<file path="src/rtl/register_file_2w.sv">
// DEPTH x DATA_W register file: two combinational read ports, two synchronous write
// ports (port 3 wins collisions), optional hardwired zero register and write-first bypass.
module register_file_2w #(
  parameter int DATA_W   = 32,
  parameter int ADDR_W   = 5,
  parameter int ZERO_REG = 1,
  parameter int BYPASS   = 1
) (
  input  logic              clk,
  input  logic              rst_n,
  input  logic [ADDR_W-1:0] A1,
  input  logic [ADDR_W-1:0] A2,
  output logic [DATA_W-1:0] RD1,
  output logic [DATA_W-1:0] RD2,
  input  logic [ADDR_W-1:0] A3,
  input  logic [DATA_W-1:0] WD3,
  input  logic              WE3,
  input  logic [ADDR_W-1:0] A4,
  input  logic [DATA_W-1:0] WD4,
  input  logic              WE4
);

  localparam int              DEPTH     = 2**ADDR_W;
  localparam logic [ADDR_W-1:0] ADDR_ZERO = '0;
  localparam bit              ZERO_EN   = (ZERO_REG != 0);
  localparam bit              BYPASS_EN = (BYPASS != 0);

  logic [DATA_W-1:0] regs_q [DEPTH];
  logic [DATA_W-1:0] regs_d [DEPTH];
  logic              wr3_s;
  logic              wr4_s;
  logic              byp_s;

  // Zero-register reads are forced to 0 ahead of any forwarding.
  function automatic logic [DATA_W-1:0] read_mux(
    input logic [ADDR_W-1:0] addr,
    input logic              byp,
    input logic              wr3,
    input logic [ADDR_W-1:0] a3,
    input logic [DATA_W-1:0] wd3,
    input logic              wr4,
    input logic [ADDR_W-1:0] a4,
    input logic [DATA_W-1:0] wd4,
    input logic [DATA_W-1:0] stored
  );
    logic [DATA_W-1:0] res;
    if (ZERO_EN && (addr == ADDR_ZERO)) begin
      res = '0;
    end else if (byp && wr3 && (a3 == addr)) begin
      res = wd3;
    end else if (byp && wr4 && (a4 == addr)) begin
      res = wd4;
    end else begin
      res = stored;
    end
    return res;
  endfunction

  // Effective write strobes: zero-register suppression and port-3 collision priority.
  always_comb begin
    wr3_s = WE3 && !(ZERO_EN && (A3 == ADDR_ZERO));
    wr4_s = WE4 && !(ZERO_EN && (A4 == ADDR_ZERO)) && !(wr3_s && (A3 == A4));
    byp_s = BYPASS_EN && rst_n;
  end

  // Next-state of every storage word.
  always_comb begin
    for (int i = 0; i < DEPTH; i++) begin
      if (wr3_s && (A3 == ADDR_W'(i))) begin
        regs_d[i] = WD3;
      end else if (wr4_s && (A4 == ADDR_W'(i))) begin
        regs_d[i] = WD4;
      end else begin
        regs_d[i] = regs_q[i];
      end
    end
  end

  // Storage array with asynchronous clear.
  always_ff @(posedge clk or negedge rst_n) begin
    if (!rst_n) begin
      for (int i = 0; i < DEPTH; i++) begin
        regs_q[i] <= '0;
      end
    end else begin
      for (int i = 0; i < DEPTH; i++) begin
        regs_q[i] <= regs_d[i];
      end
    end
  end

  // Combinational read ports.
  always_comb begin
    RD1 = read_mux(A1, byp_s, wr3_s, A3, WD3, wr4_s, A4, WD4, regs_q[A1]);
    RD2 = read_mux(A2, byp_s, wr3_s, A3, WD3, wr4_s, A4, WD4, regs_q[A2]);
  end

endmodule

</file>
<file path="config.mk">
export PLATFORM = sky130hd
export DESIGN_NAME = register_file_2w
export DESIGN_NICKNAME = d
export VERILOG_FILES = /design/src/rtl/register_file_2w.sv
export SDC_FILE = /design/constraint.sdc
export NUM_CORES = 2
export LEC_CHECK = 0
export BUFFER_PORTS_ARGS = -buffer_cell sky130_fd_sc_hd__buf_2
export CAP_MARGIN = 5
export CORE_MARGIN = 3
export CORE_UTILIZATION = 47
export CTS_CLUSTER_DIAMETER = 60
export DETAILED_ROUTE_END_ITERATION = 7
export GPL_ROUTABILITY_DRIVEN = 0
export HOLD_SLACK_MARGIN = 0.08
export PLACE_DENSITY = 0.72
export SLEW_MARGIN = 15
export SYNTH_ARGS = -nofsm -noshare
export SYNTH_HDL_FRONTEND = slang
export SYNTH_SLANG_ARGS = --single-unit
</file>
<file path="constraint.sdc">
create_clock -name clk -period 3.9 [get_ports clk]
set_clock_uncertainty 0.2 [all_clocks]
set_input_delay 0.195 -clock clk [delete_from_list [all_inputs] [get_ports clk]]
set_output_delay 0.195 -clock clk [all_outputs]
set_load 0.02 [all_outputs]
</file>
=== After elaboration in Yosys (flattened, before gate mapping) ===
Cells that the tools add are included.

* Register bits after elaboration: 1024
* Bits in writable memories: 0
* Input port bits: 88
* Bits in latches: 0
* ROM bits: 0
* Word-level logic and storage cells: 292
* Output and inout bits: 64
* Memories kept: 0

* Equal/unequal tests: 67
* Reductions and logical operators: 113
* Shift operators: 0
* $lt $le $gt $ge: 2
* Multipliers: 0
* Mux-type cells: 76
* $add $sub $neg: 0
* Div/mod/pow operators: 0
* Bitwise operators: 2

{| class="wikitable"
|+ Operator list
! cell !! number
|-
| $mux 32 || 74
|-
| $bmux 32 s5 || 2
|-
| $eq 5x5->1 const B || 32
|-
| $eq 5x4->1 const B || 16
|-
| $logic_and 1x1->1 || 74
|-
| $reduce_bool 2->1 || 32
|-
| $eq 5x3->1 const B || 8
|-
| $eq 5x5->1 || 5
|-
| $eq 5x2->1 const B || 4
|-
| $logic_not 5->1 || 4
|-
| $ge 6x6->1 const B || 2
|-
| $not 5->6 || 2
|-
| $eq 5x1->1 const B || 2
|-
| $logic_not 1->1 || 3
|}

=== Logic depth before layout (Yosys ltp) ===
* Depth in word-level cells: 11
* Gate-level depth with buffers: 9
* Mapped depth without buffers: 5

=== Worst setup path before layout ===
No wires, ideal clock.

* Path kind: input -> output
* Start point: input A2[0]
* End point: output RD2[10]
* Path slack: 1.124 ns
* Buffers on the path: 5
* Required time: 3.505 ns
* Cell stages on the path: 8
* Arrival time: 2.381 ns
* Cell sequence: buf_2 buf_2 buf_2 buf_2 nor3_1 a221o_1 clkbuf_1 o31ai_1

* Longest elaborated chain between the ends: 7
* Elaborated cells between the ends (all ways): 12
* Those cells by class: eq/ne: 2; mux: 6; bitwise: 1; reduce/logical: 3

{| class="wikitable"
|+ RTL lines
! item !! line !! text
|-
| start: declaration || 12 || <nowiki>input logic [ADDR_W-1:0] A2,</nowiki>
|-
| $not 5->6 (implied by the code) || 95 || <nowiki>RD2 = read_mux(A2, byp_s, wr3_s, A3, WD3, wr4_s, A4, WD4, regs_q[A2]);</nowiki>
|-
| $bmux 32 s5 || 95 ||
|-
| $mux 32 (implied by the code) (2 in a row) || 95 ||
|-
| $mux 32 || 51 || <nowiki>end else if (byp && wr4 && (a4 == addr)) begin</nowiki>
|-
| $mux 32 || 49 || <nowiki>end else if (byp && wr3 && (a3 == addr)) begin</nowiki>
|-
| $mux 32 * || 47 || <nowiki>if (ZERO_EN && (addr == ADDR_ZERO)) begin</nowiki>
|-
| end: declaration || 14 || <nowiki>output logic [DATA_W-1:0] RD2,</nowiki>
|}

Every way passes the cells marked *; elsewhere a longest branch is shown, timed or not. The select of a mux whose other input is x is not followed.

=== Worst setup path in the final report ===
* Start point: input A2[2]
* End point: output RD2[28]

The elaborated chain is that of the path after synthesis.

==> results.json <==
{
  "p_leak_uw": 0.0321,
  "grt_pass1_vias": 55800,
  "hold_viol_final": 0,
  "status": "finished with violations",
  "arrival_ns": 3.43,
  "drt_wl_total_um": 271000,
  "grt_max_degree": 156,
  "setup_viol": 0,
  "critical_path_class": "in2out",
  "post_cts_buffers": 0,
  "antenna_found_initial": 16,
  "drv_slew": 0,
  "async_flop_share_pct": 100,
  "io_buffers": 151,
  "grt_pass1_wl_um": 389000,
  "htree_levels": 3,
  "slew_headroom_pct": 16.1,
  "area_delta_synth_final_pct": 11.7,
  "synth_nets": 6023,
  "postSynthCellCount": 5935,
  "ys_ff_latch": 1024,
  "ant_nets": 0,
  "drc": 2,
  "fin_crit_sh_pct": 98.1,
  "clk_pin_slew_ns": 0.06,
  "die_area_mm2": 0.149,
  "place_ws_ns": 0.179,
  "vias": 56400,
  "peakVddDrop_uv": 439,
  "drt-pass1-iter-count": 8,
  "row_count": 138,
  "wire_per_inst_um": 34.5,
  "min_path_type": "in2reg",
  "start_kind": "input pin",
  "core-area_mm2": 0.143,
  "cts_buffer_depth": 3,
  "synth_edf_count": 0,
  "cts_tree": "done",
  "syn_avg_cell_area_um2": 11.5,
  "setup_ws_ns": 0.0759,
  "yosys_warnings": 0,
  "routed_via_density": 7.19,
  "num_io_pins": 152,
  "dpl.cell_count": 7492,
  "fillCellCount": 12100,
  "seq_area_frac_synth_pct": 37.7,
  "grt_usage_pct": 35.0,
  "netlist_area_mm2": 0.0680,
  "period_needed_ns": 3.82,
  "layoutNonFillerInstCount": 7836,
  "setup_tns_ns": 0,
  "cts_root_buf": "clkbuf_16",
  "synthFlopType": "dfrtp_1",
  "worstPathRequired_ns": 3.50,
  "rsz0062_at_grt": "false",
  "clk_latency_ns": 0.78,
  "die_h_um": 386,
  "largest_register_ffs": 1024,
  "cts_sinks": 1024,
  "final_net_count": 5917,
  "fmax_ghz": 0.261,
  "tightest_slew_ns": 1.25,
  "crit_path_end_kind": "output pin",
  "drive_gt1_share_pct": 41.9,
  "dp.final_hpwl_um": 159000,
  "drt_iter0_markers": 7737,
  "grt-ovfl-total": 0,
  "cts_inserted_buffers": 119,
  "largestRegisters": "regs_q (1024)",
  "synth_cell_types": 55,
  "top_register": "regs_q",
  "die_x_um": 386,
  "violations": "DRC",
  "drv_cap": 0,
  "final_util_pct": 53.3,
  "post_dp_cell_area_mm2": 0.0708,
  "p_per_area_mw_per_mm2": 489,
  "initial_core_util_pct": 47.7,
  "crit_fanout": 26,
  "final_area_mm2": 0.0760
}
-- worst max-delay path, stage by stage --
cell     delay [ns]
buf_2          0.42
buf_4          0.59
or2_2          0.78
o22ai_1        0.18
or3_1          0.52
o31ai_1        0.44
buf_2          0.26
-- final timing paths --
kind / start / end / slack, ns / cells past startpoint
max: A2[2] / RD2[28] / 0.08 / 7
min: A4[2] / regs_q[579] / 0.17 / 6
max reg2reg: regs_q[854] / regs_q[854] / 2.31 / 3
min reg2reg: regs_q[1011] / regs_q[1011] / 0.19 / 0
max in group asynchronous: rst_n / regs_q[85] / 0.81 / 6
min in group asynchronous: rst_n / regs_q[899] / 0.55 / 4
-- per-stage QoR --
stage,hold WS (ns),power (µW)
after floorplan,-0.301,22000
after global placement,-0.0579,24500
after detailed placement,-0.0613,25100
after CTS,0.116,36800
after global routing,0.182,38500
final,0.170,37100
-- cell usage after synthesis (all sizes together) (33+ instances only) --
cell,number,area share (%)
nor2b,36,0.33
dfrtp,1024,38
nor2,402,2.2
nand2,120,0.66
nand3,162,1.2
o31ai,57,1.1
buf,189,1.8
nor4,33,0.30
a22oi,134,1.5
mux4,261,8.6
mux2i,504,7.4
mux2,1566,26
a31oi,128,1.2
a21oi,198,1.5
clkbuf,546,3.0
o21ai,163,1.2
a32oi,64,0.82
o22ai,157,1.4
-- repair_timing --
item                                   4_1_cts  5_1_grt
resized for setup                            0        2
hold buffers                               105        0
setup endpoints to repair                    0        2
endpoints found under the hold margin      618        0
-- report_power, final --
group	internal (µW)	switching [µW]
Combinational	5270	4430
Sequential	13500	2300
Clock	6690	4960
-- placed cells by master (no fill, tap or decap), types with 16 or more instances in the layout --
| cell | count |
|---|---|
| nand3_1 | 160 |
| mux2_2 | 1515 |
| nand2_1 | 101 |
| clkbuf_1 | 27 |
| buf_2 | 144 |
| mux4_2 | 261 |
| clkbuf_8 | 31 |
| o31ai_4 | 27 |
| a32oi_1 | 64 |
| o22ai_1 | 157 |
| dlygate4sd3_1 | 104 |
| nor2_1 | 389 |
| a22oi_1 | 134 |
| buf_12 | 47 |
| o21ai_0 | 162 |
| a21oi_1 | 198 |
| dfrtp_1 | 1024 |
| or3_1 | 29 |
| clkbuf_16 | 121 |
| nor4_1 | 31 |
| mux2i_1 | 504 |
| diode_2 | 16 |
| a31oi_1 | 128 |
| mux2_1 | 51 |
| nor2b_1 | 36 |
| a211oi_1 | 28 |
| xnor2_1 | 17 |
| nand2_2 | 17 |
| buf_4 | 206 |
| o31ai_1 | 28 |
| clkinv_2 | 20 |
-- cell families (layout without fill, tap and decap cells) --
kind of cell	count (synthesis)	in the layout	share of synthesized area, %
AO/OA/AOI/OAI	955	955	9.34
XOR/XNOR	25	25	0.322
buffers and inverters	747	742	4.90
flip-flops	1024	1024	37.7
multiplexers	2331	2331	42.0
other	0	16	0
AND/OR/NAND/NOR	853	853	5.77
-- per-layer routing --
metal | global-route usage [%] | wire length (µm) | share of wire (%)
met1 | 44.1 | 98200 | 36
met2 | 50.5 | 115000 | 42
met3 | 12.7 | 36600 | 14
met4 | 23.4 | 21000 | 7.8
met5 | 0 | 144 | 0.053
-- layout make-up --
type                            count  area [µm²]  share of cell area (%)
Antenna cell                       16        40.0                  0.0527
Clock inverter                     43         467                   0.614
Tap cell                         1890        2360                    3.11
Clock buffer                      179        3560                    4.68
Sequential cell                  1024       25600                    33.7
Multi-Input combinational cell   4164       39500                    52.0
Timing Repair Buffer              508        4360                    5.74
Inverter                           12        45.0                  0.0593
(Power assumes the default switching activity.)
